## config.mk

```make
export PLATFORM = sky130hd
export DESIGN_NAME = gf227_mulred_sched_flat
export DESIGN_NICKNAME = d
export VERILOG_FILES = /design/src/rtl/gf227_pkg.sv /design/src/rtl/gf227_mulred_sched_if.sv /design/src/rtl/gf227_barrett_pipe.sv /design/src/rtl/gf227_mulred_sched.sv /design/src/flat_wrapper.sv
export SDC_FILE = /design/constraint.sdc
export NUM_CORES = 1
export LEC_CHECK = 0
export ABC_AREA = 1
export BUFFER_PORTS_ARGS = -buffer_cell sky130_fd_sc_hd__buf_2
export CAP_MARGIN = 0
export CORE_UTILIZATION = 35
export CTS_BUF_LIST = sky130_fd_sc_hd__clkbuf_4 sky130_fd_sc_hd__clkbuf_8
export CTS_CLUSTER_DIAMETER = 50
export CTS_CLUSTER_SIZE = 12
export DETAILED_ROUTE_END_ITERATION = 16
export GPL_ROUTABILITY_DRIVEN = 0
export MAX_ROUTING_LAYER = met4
export SETUP_SLACK_MARGIN = 0.05
export SYNTH_ARGS = -nofsm -noshare
export SYNTH_HDL_FRONTEND = slang
export SYNTH_SLANG_ARGS = --single-unit
```

## constraint.sdc

```tcl
create_clock -name clk -period 6 [get_ports clk]
set_clock_uncertainty 0.05 [all_clocks]
set_input_delay 1.2 -clock clk [delete_from_list [all_inputs] [get_ports clk]]
set_output_delay 1.2 -clock clk [all_outputs]
set_load 0.01 [all_outputs]
```

## src/rtl/gf227_pkg.sv

```systemverilog
// Shared GF(227) constants and a reference Barrett reduction used by the
// field-arithmetic blocks.
package gf227_pkg;

  localparam int GF_Q  = 227;   // field modulus
  localparam int GF_MU = 288;   // floor(2^16 / GF_Q)
  localparam int EW    = 8;     // element width
  localparam int PW    = 16;    // product width
  localparam int RW    = 10;    // uncorrected residue width, holds < 3*Q

  // Full Barrett reduction of a 16-bit product, returning the true residue.
  // The quotient estimate is low by at most two, so two conditional
  // subtractions always land in [0, Q).
  function automatic logic [EW-1:0] barrett_reduce16(input logic [PW-1:0] p);
    logic [PW-1:0] t;
    logic [RW-1:0] r;
    t = PW'((24'(p[15:8]) * 24'(GF_MU)) >> 8);
    r = RW'(p - PW'(t * PW'(GF_Q)));
    if (r >= RW'(GF_Q)) r = r - RW'(GF_Q);
    if (r >= RW'(GF_Q)) r = r - RW'(GF_Q);
    return EW'(r);
  endfunction

endpackage

```

## src/rtl/gf227_mulred_sched_if.sv

```systemverilog
// Request/response bundle between the field-arithmetic clients and the
// shared multiply-reduce unit.
//
// Handshake: a request from requester i transfers on a rising edge where
// req_valid[i] & req_ready[i]; a response transfers where
// rsp_valid & rsp_ready. A requester holds req_a/req_b stable while its
// valid is high and ready is low (it may drop valid before the grant);
// the unit holds rsp_data/rsp_id stable while rsp_valid & !rsp_ready.
interface gf227_mulred_sched_if #(
  parameter int NREQ = 4,
  parameter int IDW  = $clog2(NREQ)
);
  logic [NREQ-1:0]   req_valid;
  logic [NREQ*8-1:0] req_a;
  logic [NREQ*8-1:0] req_b;
  logic [NREQ-1:0]   req_ready;
  logic              rsp_valid;
  logic              rsp_ready;
  logic [7:0]        rsp_data;
  logic [IDW-1:0]    rsp_id;

  modport master (
    output req_valid, req_a, req_b, rsp_ready,
    input  req_ready, rsp_valid, rsp_data, rsp_id
  );

  modport slave (
    input  req_valid, req_a, req_b, rsp_ready,
    output req_ready, rsp_valid, rsp_data, rsp_id
  );
endinterface

```

## src/rtl/gf227_barrett_pipe.sv

```systemverilog
// Three-stage multiply + Barrett reduce datapath with valid/id sideband.
// Never stalls: the caller only issues when downstream space is reserved.
module gf227_barrett_pipe
  import gf227_pkg::*;
#(
  parameter int Q   = GF_Q,
  parameter int MU  = GF_MU,
  parameter int IDW = 2
) (
  input  logic           clk,
  input  logic           rst_n,
  input  logic           in_valid,
  input  logic [EW-1:0]  in_a,
  input  logic [EW-1:0]  in_b,
  input  logic [IDW-1:0] in_id,
  output logic           out_valid,
  output logic [EW-1:0]  out_data,
  output logic [IDW-1:0] out_id
);

  logic           v1, v2, v3;
  logic [IDW-1:0] id1, id2, id3;
  logic [PW-1:0]  p1, p2, t2;
  logic [RW-1:0]  r3, c1, c2;

  // Stage registers: S1 product, S2 quotient estimate, S3 raw remainder.
  always_ff @(posedge clk or negedge rst_n) begin
    if (!rst_n) begin
      v1  <= 1'b0;
      v2  <= 1'b0;
      v3  <= 1'b0;
      id1 <= '0;
      id2 <= '0;
      id3 <= '0;
      p1  <= '0;
      p2  <= '0;
      t2  <= '0;
      r3  <= '0;
    end else begin
      v1  <= in_valid;
      id1 <= in_id;
      p1  <= PW'(in_a) * PW'(in_b);
      v2  <= v1;
      id2 <= id1;
      p2  <= p1;
      t2  <= PW'((24'(p1[15:8]) * 24'(MU)) >> 8);
      v3  <= v2;
      id3 <= id2;
      r3  <= RW'(p2 - PW'(t2 * PW'(Q)));
    end
  end

  // Bring the S3 remainder from [0, 3Q) into [0, Q) with two conditional subtracts.
  always_comb begin
    c1 = (r3 >= RW'(Q)) ? r3 - RW'(Q) : r3;
    c2 = (c1 >= RW'(Q)) ? c1 - RW'(Q) : c1;
  end

  assign out_valid = v3;
  assign out_id    = id3;
  assign out_data  = EW'(c2);

endmodule

```

## src/rtl/gf227_mulred_sched.sv

```systemverilog
// Round-robin shared GF(227) multiply-reduce unit. Credit-gated arbitration
// feeds a non-stalling pipeline whose results queue in a small response FIFO.
module gf227_mulred_sched
  import gf227_pkg::*;
#(
  parameter int NREQ   = 4,
  parameter int Q      = GF_Q,
  parameter int MU     = GF_MU,
  parameter int FDEPTH = 4,
  parameter int IDW    = $clog2(NREQ)
) (
  input  logic                 clk,
  input  logic                 rst_n,
  gf227_mulred_sched_if.slave  bus,
  output logic                 busy,
  output logic [IDW-1:0]       rr_ptr
);

  localparam int AW   = $clog2(FDEPTH);
  localparam int CNTW = AW + 1;
  localparam int CW   = $clog2(FDEPTH + 1);

  logic [IDW-1:0]  rr;
  logic [IDW-1:0]  grant_idx;
  logic            grant_any;
  logic            credit_ok;
  logic            xfer;
  logic            pop;
  logic            push;
  logic            full;
  logic            empty;
  logic [CW-1:0]   inflight;
  logic [AW-1:0]   wr_ptr, rd_ptr;
  logic [CNTW-1:0] count;
  logic            pipe_valid;
  logic [EW-1:0]   pipe_data;
  logic [IDW-1:0]  pipe_id;
  logic [EW-1:0]   mem_data [FDEPTH];
  logic [IDW-1:0]  mem_id   [FDEPTH];

  assign empty = (count == '0);
  assign full  = (count == CNTW'(FDEPTH));
  assign pop   = !empty && bus.rsp_ready;
  assign push  = pipe_valid;

  // A pop in this cycle frees a slot that the grant in this cycle may use.
  assign credit_ok = (inflight < CW'(FDEPTH)) || pop;
  assign xfer      = grant_any && credit_ok;

  // Round-robin pick: first valid requester at or after rr, wrapping.
  always_comb begin
    grant_any     = 1'b0;
    grant_idx     = '0;
    bus.req_ready = '0;
    for (int k = 0; k < NREQ; k++) begin
      if (!grant_any && bus.req_valid[(int'(rr) + k) % NREQ]) begin
        grant_any = 1'b1;
        grant_idx = IDW'((int'(rr) + k) % NREQ);
      end
    end
    if (grant_any && credit_ok) bus.req_ready[grant_idx] = 1'b1;
  end

  // Pointer moves past the winner only on an actual transfer.
  always_ff @(posedge clk or negedge rst_n) begin
    if (!rst_n) begin
      rr <= '0;
    end else if (xfer) begin
      rr <= (grant_idx == IDW'(NREQ - 1)) ? '0 : grant_idx + 1'b1;
    end
  end

  // Ops owned by the unit: pipeline stages plus FIFO occupancy.
  always_ff @(posedge clk or negedge rst_n) begin
    if (!rst_n) begin
      inflight <= '0;
    end else begin
      inflight <= inflight + CW'(xfer) - CW'(pop);
    end
  end

  gf227_barrett_pipe #(
    .Q   (Q),
    .MU  (MU),
    .IDW (IDW)
  ) u_pipe (
    .clk       (clk),
    .rst_n     (rst_n),
    .in_valid  (xfer),
    .in_a      (bus.req_a[grant_idx*8 +: 8]),
    .in_b      (bus.req_b[grant_idx*8 +: 8]),
    .in_id     (grant_idx),
    .out_valid (pipe_valid),
    .out_data  (pipe_data),
    .out_id    (pipe_id)
  );

  // FIFO pointers and occupancy; reset discards any queued responses.
  always_ff @(posedge clk or negedge rst_n) begin
    if (!rst_n) begin
      wr_ptr <= '0;
      rd_ptr <= '0;
      count  <= '0;
    end else begin
      if (push) wr_ptr <= wr_ptr + 1'b1;
      if (pop)  rd_ptr <= rd_ptr + 1'b1;
      count <= count + CNTW'(push) - CNTW'(pop);
    end
  end

  // FIFO storage; contents are only observable through the occupancy gate.
  always_ff @(posedge clk) begin
    if (push) begin
      mem_data[wr_ptr] <= pipe_data;
      mem_id[wr_ptr]   <= pipe_id;
    end
  end

  // Credit accounting guarantees a free slot for every pipeline result.
  always @(posedge clk) begin
    if (rst_n) begin
      fifo_no_overflow: assert (!(push && full));
    end
  end

  assign bus.rsp_valid = !empty;
  assign bus.rsp_data  = empty ? '0 : mem_data[rd_ptr];
  assign bus.rsp_id    = empty ? '0 : mem_id[rd_ptr];
  assign busy          = (inflight != '0);
  assign rr_ptr        = rr;

endmodule

```

## src/flat_wrapper.sv

```systemverilog
// flat-port wrapper written by rule: the top's interface ports become plain ports
module gf227_mulred_sched_flat import gf227_pkg::*;
#(
  parameter int NREQ   = 4,
  parameter int Q      = GF_Q,
  parameter int MU     = GF_MU,
  parameter int FDEPTH = 4,
  parameter int IDW    = $clog2(NREQ)
)
  (clk, rst_n, busy, rr_ptr, bus_req_valid, bus_req_a, bus_req_b, bus_rsp_ready, bus_req_ready, bus_rsp_valid, bus_rsp_data, bus_rsp_id);
  gf227_mulred_sched_if #(.NREQ(NREQ), .IDW(IDW)) bus_i ();
  input  logic clk;
  input  logic rst_n;
  output logic busy;
  output logic [IDW-1:0] rr_ptr;
  input wire logic [$bits(bus_i.req_valid)-1:0] bus_req_valid;
  input wire logic [$bits(bus_i.req_a)-1:0] bus_req_a;
  input wire logic [$bits(bus_i.req_b)-1:0] bus_req_b;
  input wire logic [$bits(bus_i.rsp_ready)-1:0] bus_rsp_ready;
  output wire logic [$bits(bus_i.req_ready)-1:0] bus_req_ready;
  output wire logic [$bits(bus_i.rsp_valid)-1:0] bus_rsp_valid;
  output wire logic [$bits(bus_i.rsp_data)-1:0] bus_rsp_data;
  output wire logic [$bits(bus_i.rsp_id)-1:0] bus_rsp_id;
  assign bus_i.req_valid = bus_req_valid;
  assign bus_i.req_a = bus_req_a;
  assign bus_i.req_b = bus_req_b;
  assign bus_i.rsp_ready = bus_rsp_ready;
  assign bus_req_ready = bus_i.req_ready;
  assign bus_rsp_valid = bus_i.rsp_valid;
  assign bus_rsp_data = bus_i.rsp_data;
  assign bus_rsp_id = bus_i.rsp_id;
  gf227_mulred_sched #(.NREQ(NREQ), .Q(Q), .MU(MU), .FDEPTH(FDEPTH), .IDW(IDW)) u_core (.clk(clk), .rst_n(rst_n), .bus(bus_i), .busy(busy), .rr_ptr(rr_ptr));
endmodule
```

==> flow_summary.json <==
{
  "r2r-start": "u_core.rr_ptr[0]",
  "synthCells": 1049,
  "grt_pass1_wl_mm": 32.72,
  "setup.worst_path.end_class": "flop",
  "fmax_mhz": 173.8,
  "clock_latency_ns": 0.38,
  "drc_viols": 0,
  "firstDrtPassIters": 5,
  "setup_repair_after_global_routing_missed_its_margin": "yes",
  "timing.final.hold_violations": 0,
  "cts.root.buffer_cell": "sky130_fd_sc_hd__clkbuf_8",
  "synth_top_area_cell": "sky130_fd_sc_hd__dfrtp_1",
  "num_vias": 7162,
  "critical_path_arrival_ns": 6.02,
  "pre_cts_slack_ns": -0.3739,
  "cts_inserted_buffers": 9,
  "finish.cell_count_without_fillers": 1513,
  "post_synth_most_frequent_cells": "sky130_fd_sc_hd__nand2_1 (190), sky130_fd_sc_hd__inv_1 (182), sky130_fd_sc_hd__nor2_1 (107)",
  "fin_hold_ws_ns": 0.3084,
  "drt_first_iter_violations": 344,
  "edff_count_synth": 40,
  "ff2ff_path_depth": 30,
  "antenna_violations_before_repair": 0,
  "setup-violations-final": 0,
  "finalMaxSlewViolations": 0,
  "ys.flop_type": "sky130_fd_sc_hd__dfrtp_1",
  "route.antenna.remaining_nets": 0,
  "numPortBuffers": 88,
  "final.period_utilization_pct": 95.91,
  "place.detailed.hpwl_mm": 15.01,
  "initial_core_util_pct": 36.13,
  "ys_async_sr_fraction_pct": 62.26,
  "total_congestion_overflow_after_global_routing": 0,
  "ctsLongestPathBuffers": 2,
  "fillers": 2418,
  "grt_pass1_vias": 7130,
  "ios": 89,
  "syn_avg_cell_area_um2": 8.475,
  "yosys.cell_types.count": 42,
  "antennaDiodeCount": 0,
  "rrSetupSlack_ns": 0.41,
  "hold_path_class": "flop to flop",
  "synth_top_area_share_pct": 18.58,
  "viasPerCell": 4.734,
  "maximum_number_of_pins_on_one_net_before_global_route_repair": 67,
  "critPathMaxStageDelay_ns": 0.53,
  "placedCellCount": 1486,
  "yosys.cell_count.top_type": "sky130_fd_sc_hd__nand2_1",
  "floorplan.rows": 57,
  "finalNetCount": 1399,
  "ctsHtreeMaxLevel": 3,
  "yosys_warnings": 0,
  "synth.cell_area_um2": 8890,
  "layout-area-overhead-vs-synth_pct": 18.45,
  "clk_pin_slew_worst_paths_ns": 0.10,
  "core-area_um2": 24600,
  "max-cap-violations": 0,
  "min_delay_path_depth": 0,
  "seq_area_um2": 2853,
  "cpMaxStageDelayCell": "sky130_fd_sc_hd__fa_1",
  "floorplan.die.height_um": 161.4,
  "routed_wl_mm": 19.46,
  "crit-reg2reg-capture": "u_core.u_pipe.p1[14]",
  "die_w_um": 161.4,
  "crit_start": "bus_req_valid[0]",
  "post_route_cells_drive_above_1_share_pct": 20.77,
  "grt_usage_pct": 15.91,
  "final_critical_path_setup_slack_ns": 0.2456,
  "synth-seq-cells": 106,
  "synth.net_count": 1264,
  "worst_path_most_repeated_cell": "sky130_fd_sc_hd__nand2_1",
  "synth.top_cells.by_area": "sky130_fd_sc_hd__dfrtp_1 (19%), sky130_fd_sc_hd__edfxtp_1 (14%), sky130_fd_sc_hd__ha_1 (13%), sky130_fd_sc_hd__fa_1 (12%), sky130_fd_sc_hd__nand2_1 (8.0%)",
  "setup_tns_ns": 0,
  "critical_path_class": "input port to flop",
  "seq_area_frac_synth_pct": 32.09,
  "cts.sinks": 106,
  "timing.max_slew.rel_slack_pct": 39.36,
  "tritoncts": "done",
  "status": "finished, final reports clean",
  "crit_path_end": "u_core.u_pipe.p1[14]",
  "path_max_fanout": 7,
  "worstSetupStartpointType": "input port",
  "multiInputGateArea_um2": 5274,
  "worst_pin_slew_ns": 0.9047,
  "final.min_clock_period_ns": 5.754,
  "floorplan.die_area_um2": 26040,
  "route.detailed.wl_per_inst_um": 12.86,
  "cp_data_required_time_ns": 6.26
}
[cell usage in the layout, fill, tap and decap left out, drive strengths merged, types with 2 or more instances in the layout]
cell type | synthesis | final
a21oi | 32 | 32
a31oi | 2 | 2
buf | 25 | 152
clkbuf | 6 | 12
clkinv | 1 | 6
dfrtp | 66 | 66
edfxtp | 40 | 40
fa | 52 | 52
ha | 92 | 92
inv | 188 | 190
nand2 | 210 | 210
nand3 | 71 | 71
nand3b | 2 | 2
nand4 | 42 | 42
nor2 | 110 | 110
nor3 | 5 | 5
o21ai | 44 | 44
o21bai | 3 | 3
xnor2 | 16 | 16
xor2 | 35 | 35
[what timing repair did]
action / in CTS / in global routing
setup buffers: 0 / 5
hold buffers: 0 / 0
pin swaps: 0 / 24
gates cloned: 0 / 6
setup endpoints to repair: 1 / 6
gates resized for setup: 1 / 41
[how the worst min path moves through the flow]
stage	start	slack, ns	to
finish	u_core.u_pipe.p1[2]	0.31	u_core.u_pipe.p2[2]
global route	u_core.u_pipe.p1[3]	0.32	u_core.u_pipe.p2[3]
CTS	u_core.u_pipe.p1[0]	0.31	u_core.u_pipe.p2[0]
detailed placement	u_core.u_pipe.id1[0]	0.28	u_core.u_pipe.id2[0]
global placement	u_core.u_pipe.v1	0.28	u_core.u_pipe.v2
floorplan	u_core.u_pipe.id1[0]	0.28	u_core.u_pipe.id2[0]
[kinds of logic after synthesis]
family	after synthesis	share of synthesized area, %
compound gates	84	5.208
xor+xnor	51	5.025
fa+ha+maj	144	24.66
buf+inv	220	10.26
flops	106	32.09
simple gates	444	22.76
[per-layer routing]
metal	part of all wire (%)	vias to the layer above	global-route usage [%]
li1	-	3605	-
met1	44	3383	18.88
met2	51	143	27.72
met3	3.4	31	2.337
met4	2.3	0	4.889
met5	0	-	-
[registers in the layout (all words and copies together), names as in the netlist, 3 cells and up]
register and flops:
u_core.count 3, u_core.inflight 3, u_core.mem_data 32, u_core.mem_id 8
u_core.u_pipe.p1 16, u_core.u_pipe.p2 10, u_core.u_pipe.r3 10, u_core.u_pipe.t2 9
[worst max-delay path, delay by kind of cell]
family | cells | cell delay [ns]
XOR/XNOR | 1 | 0.14
buffers and inverters | 6 | 0.60
AO/OA/AOI/OAI | 4 | 0.54
adder cells (fa/ha/maj) | 5 | 2.31
AND/OR/NAND/NOR | 14 | 1.19
[final cells by class]
cell class,count,share of cell area (%)
Multi-Input combinational cell,723,50.08
Sequential cell,106,27.09
Timing Repair Buffer,155,10.29
Inverter,189,6.737
Tap cell,324,3.850
Clock buffer,9,1.176
Clock inverter,7,0.7723
[through the flow]
| stage | util [%] | cell area, um^2 |
|---|---|---|
| finish | 42.80 | 10530 |
| global route | 42.80 | 10530 |
| CTS | 41.59 | 10230 |
| detailed placement | 40.74 | 10020 |
| global placement | 40.74 | 10020 |
| floorplan | - | 8910 |
Power is not shown: default switching activity piles up to over one toggle a cycle in this logic, so the estimate is an artifact.
